--- src/rtl/fetch_controller_if.sv ---
// Bundle between the fetch controller and the datapath/execute side:
// memory handshake, IR opcode, execute handshake, datapath controls and status.
interface fetch_controller_if #(
    parameter int unsigned CNT_W = 16
);
    // Datapath / execute side -> controller
    logic             mem_ready;
    logic [2:0]       ir_opcode;
    logic             exec_done;

    // Controller -> datapath / execute side
    logic [1:0]       mem_cmd;
    logic             addr_sel;
    logic             load_ir;
    logic             load_pc;
    logic             reset_pc;
    logic             exec_start;
    logic             halted;
    logic             timeout_err;
    logic [CNT_W-1:0] fetch_count;
    logic [2:0]       state;

    // The fetch controller owns the control outputs.
    modport master (
        input  mem_ready,
        input  ir_opcode,
        input  exec_done,
        output mem_cmd,
        output addr_sel,
        output load_ir,
        output load_pc,
        output reset_pc,
        output exec_start,
        output halted,
        output timeout_err,
        output fetch_count,
        output state
    );

    // Datapath / execute FSM view.
    modport slave (
        output mem_ready,
        output ir_opcode,
        output exec_done,
        input  mem_cmd,
        input  addr_sel,
        input  load_ir,
        input  load_pc,
        input  reset_pc,
        input  exec_start,
        input  halted,
        input  timeout_err,
        input  fetch_count,
        input  state
    );
endinterface

--- src/rtl/fetch_controller.sv ---
// Instruction fetch sequencer: PC -> memory read -> IR load -> PC increment,
// then a start/done handshake with the execute FSM. Stops on the HALT opcode
// and on a memory timeout; both conditions hold until reset.
module fetch_controller #(
    parameter logic [2:0]  HALT_OPCODE = 3'b111,
    parameter int unsigned TIMEOUT     = 8,
    parameter int unsigned CNT_W       = 16
) (
    input  logic             clk,
    input  logic             reset,
    fetch_controller_if.master bus
);

    // State encodings are visible on the debug port, so they are fixed values.
    localparam logic [2:0] StReset    = 3'd0;
    localparam logic [2:0] StFetch    = 3'd1;
    localparam logic [2:0] StLoadIr   = 3'd2;
    localparam logic [2:0] StUpdatePc = 3'd3;
    localparam logic [2:0] StDecode   = 3'd4;
    localparam logic [2:0] StExec     = 3'd5;
    localparam logic [2:0] StHalt     = 3'd6;
    localparam logic [2:0] StErr      = 3'd7;

    localparam int unsigned   WaitW    = $clog2(TIMEOUT);
    localparam logic [WaitW-1:0] WaitLast = WaitW'(TIMEOUT - 1);

    localparam logic [1:0] MemNone = 2'b00;
    localparam logic [1:0] MemRead = 2'b01;

    // A one-cycle timeout window would make the wait counter degenerate.
    if (TIMEOUT < 2) begin : g_bad_timeout
        $error("fetch_controller: TIMEOUT must be at least 2");
    end

    logic [2:0]       state_q, state_d;
    logic [WaitW-1:0] wait_q, wait_d;
    logic [CNT_W-1:0] count_q, count_d;

    logic is_halt_op;
    assign is_halt_op = (bus.ir_opcode == HALT_OPCODE);

    // Next-state decision; exec_done and mem_ready only matter in their own states.
    always_comb begin
        state_d = state_q;
        unique case (state_q)
            StReset:    state_d = StFetch;
            StFetch: begin
                // A late mem_ready on the last allowed cycle still counts.
                if (bus.mem_ready) begin
                    state_d = StLoadIr;
                end else if (wait_q == WaitLast) begin
                    state_d = StErr;
                end
            end
            StLoadIr:   state_d = StUpdatePc;
            StUpdatePc: state_d = StDecode;
            StDecode:   state_d = is_halt_op ? StHalt : StExec;
            StExec: begin
                if (bus.exec_done) begin
                    state_d = StFetch;
                end
            end
            StHalt:     state_d = StHalt;
            StErr:      state_d = StErr;
        endcase
    end

    // Wait counter runs only while in FETCH, so it is zero on every entry.
    always_comb begin
        wait_d = '0;
        if (state_q == StFetch) begin
            wait_d = wait_q + 1'b1;
        end
    end

    // Saturating count of IR loads.
    always_comb begin
        count_d = count_q;
        if ((state_q == StLoadIr) && (count_q != {CNT_W{1'b1}})) begin
            count_d = count_q + 1'b1;
        end
    end

    // State and counters; reset dominates anything in flight.
    always_ff @(posedge clk) begin
        if (reset) begin
            state_q <= StReset;
            wait_q  <= '0;
            count_q <= '0;
        end else begin
            state_q <= state_d;
            wait_q  <= wait_d;
            count_q <= count_d;
        end
    end

    // Control outputs decoded from the registered state; exec_start also looks at the opcode.
    always_comb begin
        bus.mem_cmd     = MemNone;
        bus.addr_sel    = 1'b0;
        bus.load_ir     = 1'b0;
        bus.load_pc     = 1'b0;
        bus.reset_pc    = 1'b0;
        bus.exec_start  = 1'b0;
        bus.halted      = 1'b0;
        bus.timeout_err = 1'b0;
        unique case (state_q)
            StReset: begin
                bus.reset_pc = 1'b1;
                bus.load_pc  = 1'b1;
            end
            StFetch: begin
                bus.mem_cmd  = MemRead;
                bus.addr_sel = 1'b1;
            end
            StLoadIr: begin
                bus.mem_cmd  = MemRead;
                bus.addr_sel = 1'b1;
                bus.load_ir  = 1'b1;
            end
            StUpdatePc: begin
                bus.load_pc = 1'b1;
            end
            StDecode: begin
                bus.exec_start = !is_halt_op;
            end
            StExec: begin
            end
            StHalt: begin
                bus.halted = 1'b1;
            end
            StErr: begin
                bus.timeout_err = 1'b1;
            end
        endcase
    end

    assign bus.fetch_count = count_q;
    assign bus.state       = state_q;

    // Sanity properties: exec_start is a single-cycle pulse, and the two stop flags exclude.
    property p_start_pulse;
        @(posedge clk) disable iff (reset) bus.exec_start |=> !bus.exec_start;
    endproperty
    a_start_pulse: assert property (p_start_pulse);

    property p_flags_exclusive;
        @(posedge clk) disable iff (reset) !(bus.halted && bus.timeout_err);
    endproperty
    a_flags_exclusive: assert property (p_flags_exclusive);

endmodule
--- src/flat_wrapper.sv ---
// flat-port wrapper written by rule: the top's interface ports become plain ports
module fetch_controller_flat 
#(
    parameter logic [2:0]  HALT_OPCODE = 3'b111,
    parameter int unsigned TIMEOUT     = 8,
    parameter int unsigned CNT_W       = 16
)
  (clk, reset, bus_mem_ready, bus_ir_opcode, bus_exec_done, bus_mem_cmd, bus_addr_sel, bus_load_ir, bus_load_pc, bus_reset_pc, bus_exec_start, bus_halted, bus_timeout_err, bus_fetch_count, bus_state);
  fetch_controller_if #(.CNT_W(CNT_W)) bus_i ();
  input  logic clk;
  input  logic reset;
  input wire logic [$bits(bus_i.mem_ready)-1:0] bus_mem_ready;
  input wire logic [$bits(bus_i.ir_opcode)-1:0] bus_ir_opcode;
  input wire logic [$bits(bus_i.exec_done)-1:0] bus_exec_done;
  output wire logic [$bits(bus_i.mem_cmd)-1:0] bus_mem_cmd;
  output wire logic [$bits(bus_i.addr_sel)-1:0] bus_addr_sel;
  output wire logic [$bits(bus_i.load_ir)-1:0] bus_load_ir;
  output wire logic [$bits(bus_i.load_pc)-1:0] bus_load_pc;
  output wire logic [$bits(bus_i.reset_pc)-1:0] bus_reset_pc;
  output wire logic [$bits(bus_i.exec_start)-1:0] bus_exec_start;
  output wire logic [$bits(bus_i.halted)-1:0] bus_halted;
  output wire logic [$bits(bus_i.timeout_err)-1:0] bus_timeout_err;
  output wire logic [$bits(bus_i.fetch_count)-1:0] bus_fetch_count;
  output wire logic [$bits(bus_i.state)-1:0] bus_state;
  assign bus_i.mem_ready = bus_mem_ready;
  assign bus_i.ir_opcode = bus_ir_opcode;
  assign bus_i.exec_done = bus_exec_done;
  assign bus_mem_cmd = bus_i.mem_cmd;
  assign bus_addr_sel = bus_i.addr_sel;
  assign bus_load_ir = bus_i.load_ir;
  assign bus_load_pc = bus_i.load_pc;
  assign bus_reset_pc = bus_i.reset_pc;
  assign bus_exec_start = bus_i.exec_start;
  assign bus_halted = bus_i.halted;
  assign bus_timeout_err = bus_i.timeout_err;
  assign bus_fetch_count = bus_i.fetch_count;
  assign bus_state = bus_i.state;
  fetch_controller #(.HALT_OPCODE(HALT_OPCODE), .TIMEOUT(TIMEOUT), .CNT_W(CNT_W)) u_core (.clk(clk), .reset(reset), .bus(bus_i));
endmodule
--- config.mk ---
export PLATFORM = sky130hd
export DESIGN_NAME = fetch_controller_flat
export DESIGN_NICKNAME = d
export VERILOG_FILES = /design/src/rtl/fetch_controller_if.sv /design/src/rtl/fetch_controller.sv /design/src/flat_wrapper.sv
export SDC_FILE = /design/constraint.sdc
export NUM_CORES = 1
export LEC_CHECK = 0
export CAP_MARGIN = 20
export CORE_MARGIN = 2
export CORE_UTILIZATION = 49
export CTS_CLUSTER_DIAMETER = 30
export DETAILED_ROUTE_END_ITERATION = 7
export PLACE_DENSITY_LB_ADDON = 0.25
export SLEW_MARGIN = 20
export SYNTH_ARGS = -nofsm -noshare
export SYNTH_HDL_FRONTEND = slang
export SYNTH_SLANG_ARGS = --single-unit
--- constraint.sdc ---
create_clock -name clk -period 5.5 [get_ports clk]
set_input_delay 1.65 -clock clk [delete_from_list [all_inputs] [get_ports clk]]
set_output_delay 1.65 -clock clk [all_outputs]
set_load 0.01 [all_outputs]
Yosys cells after proc, flatten, opt, wreduce, memory -nomap -nowiden:

Cells that the tools add are included.

* $add $sub $neg: 2
* equality and inequality tests: 12
* reduce and logical (&&, ||, !) cells: 7
* mux-type cells: 13
* bitwise gates (word level): 1

Operators by type and width (count)
* case mux 3 bit (8 select lines): 1
* == test 3 bit (second input constant): 6
* adder 16 x 1 -> 16 bit (second input constant): 1
* != test 16 bit (second input constant): 1
* 2-to-1 mux 3 bit: 3
* 2-to-1 mux 1 bit: 8
* == test 3 x 2 -> 1 bit (second input constant): 2
* OR reduction 2 bit: 3
* adder 3 x 1 -> 3 bit (second input constant): 1
* == test 3 x 1 -> 1 bit (second input constant): 1
* logical NOT 3 bit: 1
* != test 3 x 2 -> 1 bit (second input constant): 1
* 2-to-1 mux 2 bit: 1
* != test 2 bit (second input constant): 1
* AND reduction 2 bit: 1
* logical AND 1 bit: 1
* logical NOT 1 bit: 1
* inverter 1 bit: 1

* flip-flop bits (word level): 22
* output and inout bits: 28
* bits of input ports: 7

Depth between registers and ports, before layout:

* depth in word-level cells: 4
* gate-level depth with buffers: 6

Worst setup path before layout:

No wires, ideal clock.

* kind: input-to-output
* start point: input port bus_ir_opcode[2]
* end point: output port bus_exec_start
* arrival time: 2.048 ns
* stages: 2
* path slack: 1.802 ns
* path through: a31oi_1 > nor2b_1

* cells in the longest elaborated chain, start to end: 3

RTL lines
* start: declaration: RTL line flat_wrapper.sv:13 `input wire logic [$bits(bus_i.ir_opcode)-1:0] bus_ir_opcode;`
* == test 3 bit: RTL line fetch_controller.sv:40 `assign is_halt_op = (bus.ir_opcode == HALT_OPCODE);`
* logical NOT 1 bit: RTL line fetch_controller.sv:125 `bus.exec_start = !is_halt_op;`
* 2-to-1 mux 1 bit: RTL line fetch_controller.sv:107 `unique case (state_q)`
* end: declaration: RTL line flat_wrapper.sv:20 `output wire logic [$bits(bus_i.exec_start)-1:0] bus_exec_start;`

Every way passes these cells.

Final worst setup path:

* start point: input port bus_ir_opcode[1]
* end point: output port bus_exec_start

Same word-level chain as after synthesis.

==> summary.txt <==
Critical path
  – Worst r2r dst: u_core.bus.fetch_count[11]
  – Reg2reg path depth: 4
  – Crit end category: primary output
  – WS Path Type: primary input to primary output
  – CP Data Required Time: 3.85 ns
  – CP delay by family, top: buffers and inverters
  – Crit-path max cell delay: 0.54 ns
  – Reg2reg start: u_core.bus.state[2]
  – Crit path max fanout: 2
  – Crit path top cell by count: clkdlybuf4s50_1
  – Worst path slowest cell: clkdlybuf4s50_1
  – Worst EP arrival: 2.97 ns
  – Crit path from: bus_ir_opcode[1]
  – Buf+Inv Stages, Crit Path: 2
  – R2R Setup Slk: 2.93 ns
  – Startpoint Class: primary input
  – Critical-path cell list: clkdlybuf4s50_1 > a31oi_1 > nor2b_1 > clkdlybuf4s50_1

Pwr
  – Leakage: 0.497 nW
  – PwrDens: 193 nW/µm²
  – VDD IR max: 0.168 mV

Drt
  – Iteration-0 DRC Markers: 42
  – WL per Instance: 14.0 µm
  – # DRC: 0
  – Vias: 1200
  – Number of vias per cell: 5.91
  – Final ANT Viol Nets: 0
  – Final WL: 2840 µm
  – Drt pass-1 iters: 4

Clock tree
  – Clock Latency Late Sink: 0.32 ns
  – Cts bufs inserted: 3
  – Clk sinks: 22
  – Post-CTS setup buffers: 0
  – CTS H-tree lvls: 1
  – Root buf cell: clkbuf_4
  – # resized after CTS: 0
  – CTS max path bufs: 2
  – Hold-fix buffers, CTS: 0
  – CTS tree: done
  – Clock slew seen by the registers of the worst setup and hold paths: 0.12 ns

Final layout
  – Count of nets after finishing: 186
  – Inserted Diodes: 0
  – Area Overhead vs Synth: 31.9%
  – Fin cells: 203
  – Layout cell share with drive strength beyond 1: 3.43%

Floorplan
  – Core ar.: 2230 µm²
  – # IOs: 35
  – Die Span Y: 52.9 µm
  – # rows: 17
  – DIE WIDTH: 52.9 µm
  – Die ar.: 2790 µm²
  – Initial Util: 52.4%

Timing
  – RSZ-0062 raised after global routing: no
  – Max Slew Vio Count: 0
  – Final setup TNS: 0 ns
  – Worst-margin pin slew: 0.795 ns
  – Hold Fails Final Rpt: 0
  – Min cycle time layout: 4.62 ns
  – Fmax: 0.216 GHz
  – Clock Skews: 0.00696 ns
  – # setup viols final: 0
  – Final Cycle Share: 84.0%
  – Rel. slew slack: 46.8%

Synth
  – Ys async rst share: 0%
  – Post-Syn Instances: 147
  – Sequential area share after synthesis: 37.6%
  – Most instantiated library cell after synthesis: dfxtp_1
  – Top_reg_cell synth: dfxtp_1
  – Syn nets: 157
  – Post-synth top area share: 37.6%
  – Syn avg cell area: 7.96 µm²
  – Post-synth top area cell: dfxtp_1
  – Cell Area, Synth: 1170 µm²
  – Number of synthesized flops with an enable pin: 0
  – Synth top area cells: dfxtp_1, or4_1, a21oi_1
  – Post-synth cell types: 33
  – YS warnings: 0
  – Flops & latches, synth: 22
  – Ranking of synthesized cells by instance count: dfxtp_1, a21oi_1, nor2_1

Job
  – Max cap viols: 0

Hold path
  – Hold path depth: 1
  – Min-Delay Endpoint: u_core.wait_q[0]
  – Worst hold path type: register to register
  – Hold_sp: u_core.wait_q[0]

Place
  – Post-DP HPWL: 2100 µm
  – DP Cell Count: 199
  – Buffers on Ports: 33
  – Placer Congestion: 0.827

Status
  – Status: complete, no violations

Global route
  – Initial antenna violation count: 0
  – First-pass GRT wire length: 4890 µm
  – Total gr overflow: 0
  – Vias in the first global route: 1057
  – Total track usage: 23.4%
  – Largest net degree at the start of global routing: 23
==> routing by layer <==
metal  vias to the layer above  track usage, %  part of all wire, %
met5                         -               0                    0
met4                         0            10.7                  1.7
met3                         7            4.52                  3.7
met2                        28            34.2                   47
met1                       556            33.0                   47
li1                        609               -                    -
==> layout by cell type, fill, tap and decap left out, types with 3 or more instances in the layout <==
cell	count
clkdlybuf4s50_1	33
nand4_1	6
nand2_1	7
ha_1	3
dfxtp_1	22
nor3_1	5
inv_1	8
o31ai_1	7
and2_1	3
nand3_1	6
a211oi_1	4
a31oi_1	4
a21oi_1	12
nor2_1	10
clkbuf_4	3
nor4_1	5
o21ai_0	7
nor2b_1	3
or4_1	9
==> layout make-up <==
type | instances | area, µm²
Timing Repair Buffer | 33 | 330
Fill cell | 186 | 691
Tap cell | 28 | 35.0
Inverter | 8 | 30.0
Sequential cell | 22 | 440
Multi-Input combinational cell | 108 | 671
Clock buffer | 4 | 36.3
==> registers in the layout (all words and copies together), names as in the netlist <==
register	cells
u_core.bus.fetch_count	16
u_core.bus.state	3
u_core.wait_q	3
==> worst max-delay path by stage <==
stage,cells after the start,endpoint,slack (ns)
CTS,4,bus_exec_start,0.87
detailed placement,4,bus_exec_start,0.88
global placement,4,bus_exec_start,0.90
global route,4,bus_exec_start,0.80
floorplan,2,bus_exec_start,1.80
finish,4,bus_exec_start,0.88
==> cells by family (layout without fill, tap and decap cells) <==
family	Yosys count	count (layout)	share of synthesized area, %
simple gates	66	66	32.3
compound gates	37	37	19.3
flops	22	22	37.6
buf+inv	17	45	6.31
fa+ha+maj	3	3	3.21
other cells	1	1	0.321
mux	1	1	0.962
==> power breakdown <==
part / switching, mW / internal [mW]
logic: 0.0175 / 0.0214
registers: 0.00488 / 0.162
clock network: 0.0514 / 0.0405
total: 0.0737 / 0.224
==> per-stage QoR <==
step / hold slack, ns / total power, mW / area (µm²) / utilization (%) / setup slack, ns
finish: 0.436 / 0.298 / 1540 / 69.1 / 0.878
global route: 0.449 / 0.311 / 1540 / 69.1 / 0.801
CTS: 0.440 / 0.300 / 1540 / 69.1 / 0.873
detailed placement: 0.422 / 0.210 / 1510 / 67.5 / 0.876
global placement: 0.418 / 0.208 / 1500 / 67.1 / 0.904
floorplan: 0.407 / 0.190 / 1170 / - / 1.80
Note: power is estimated with default switching activity, not from simulation.
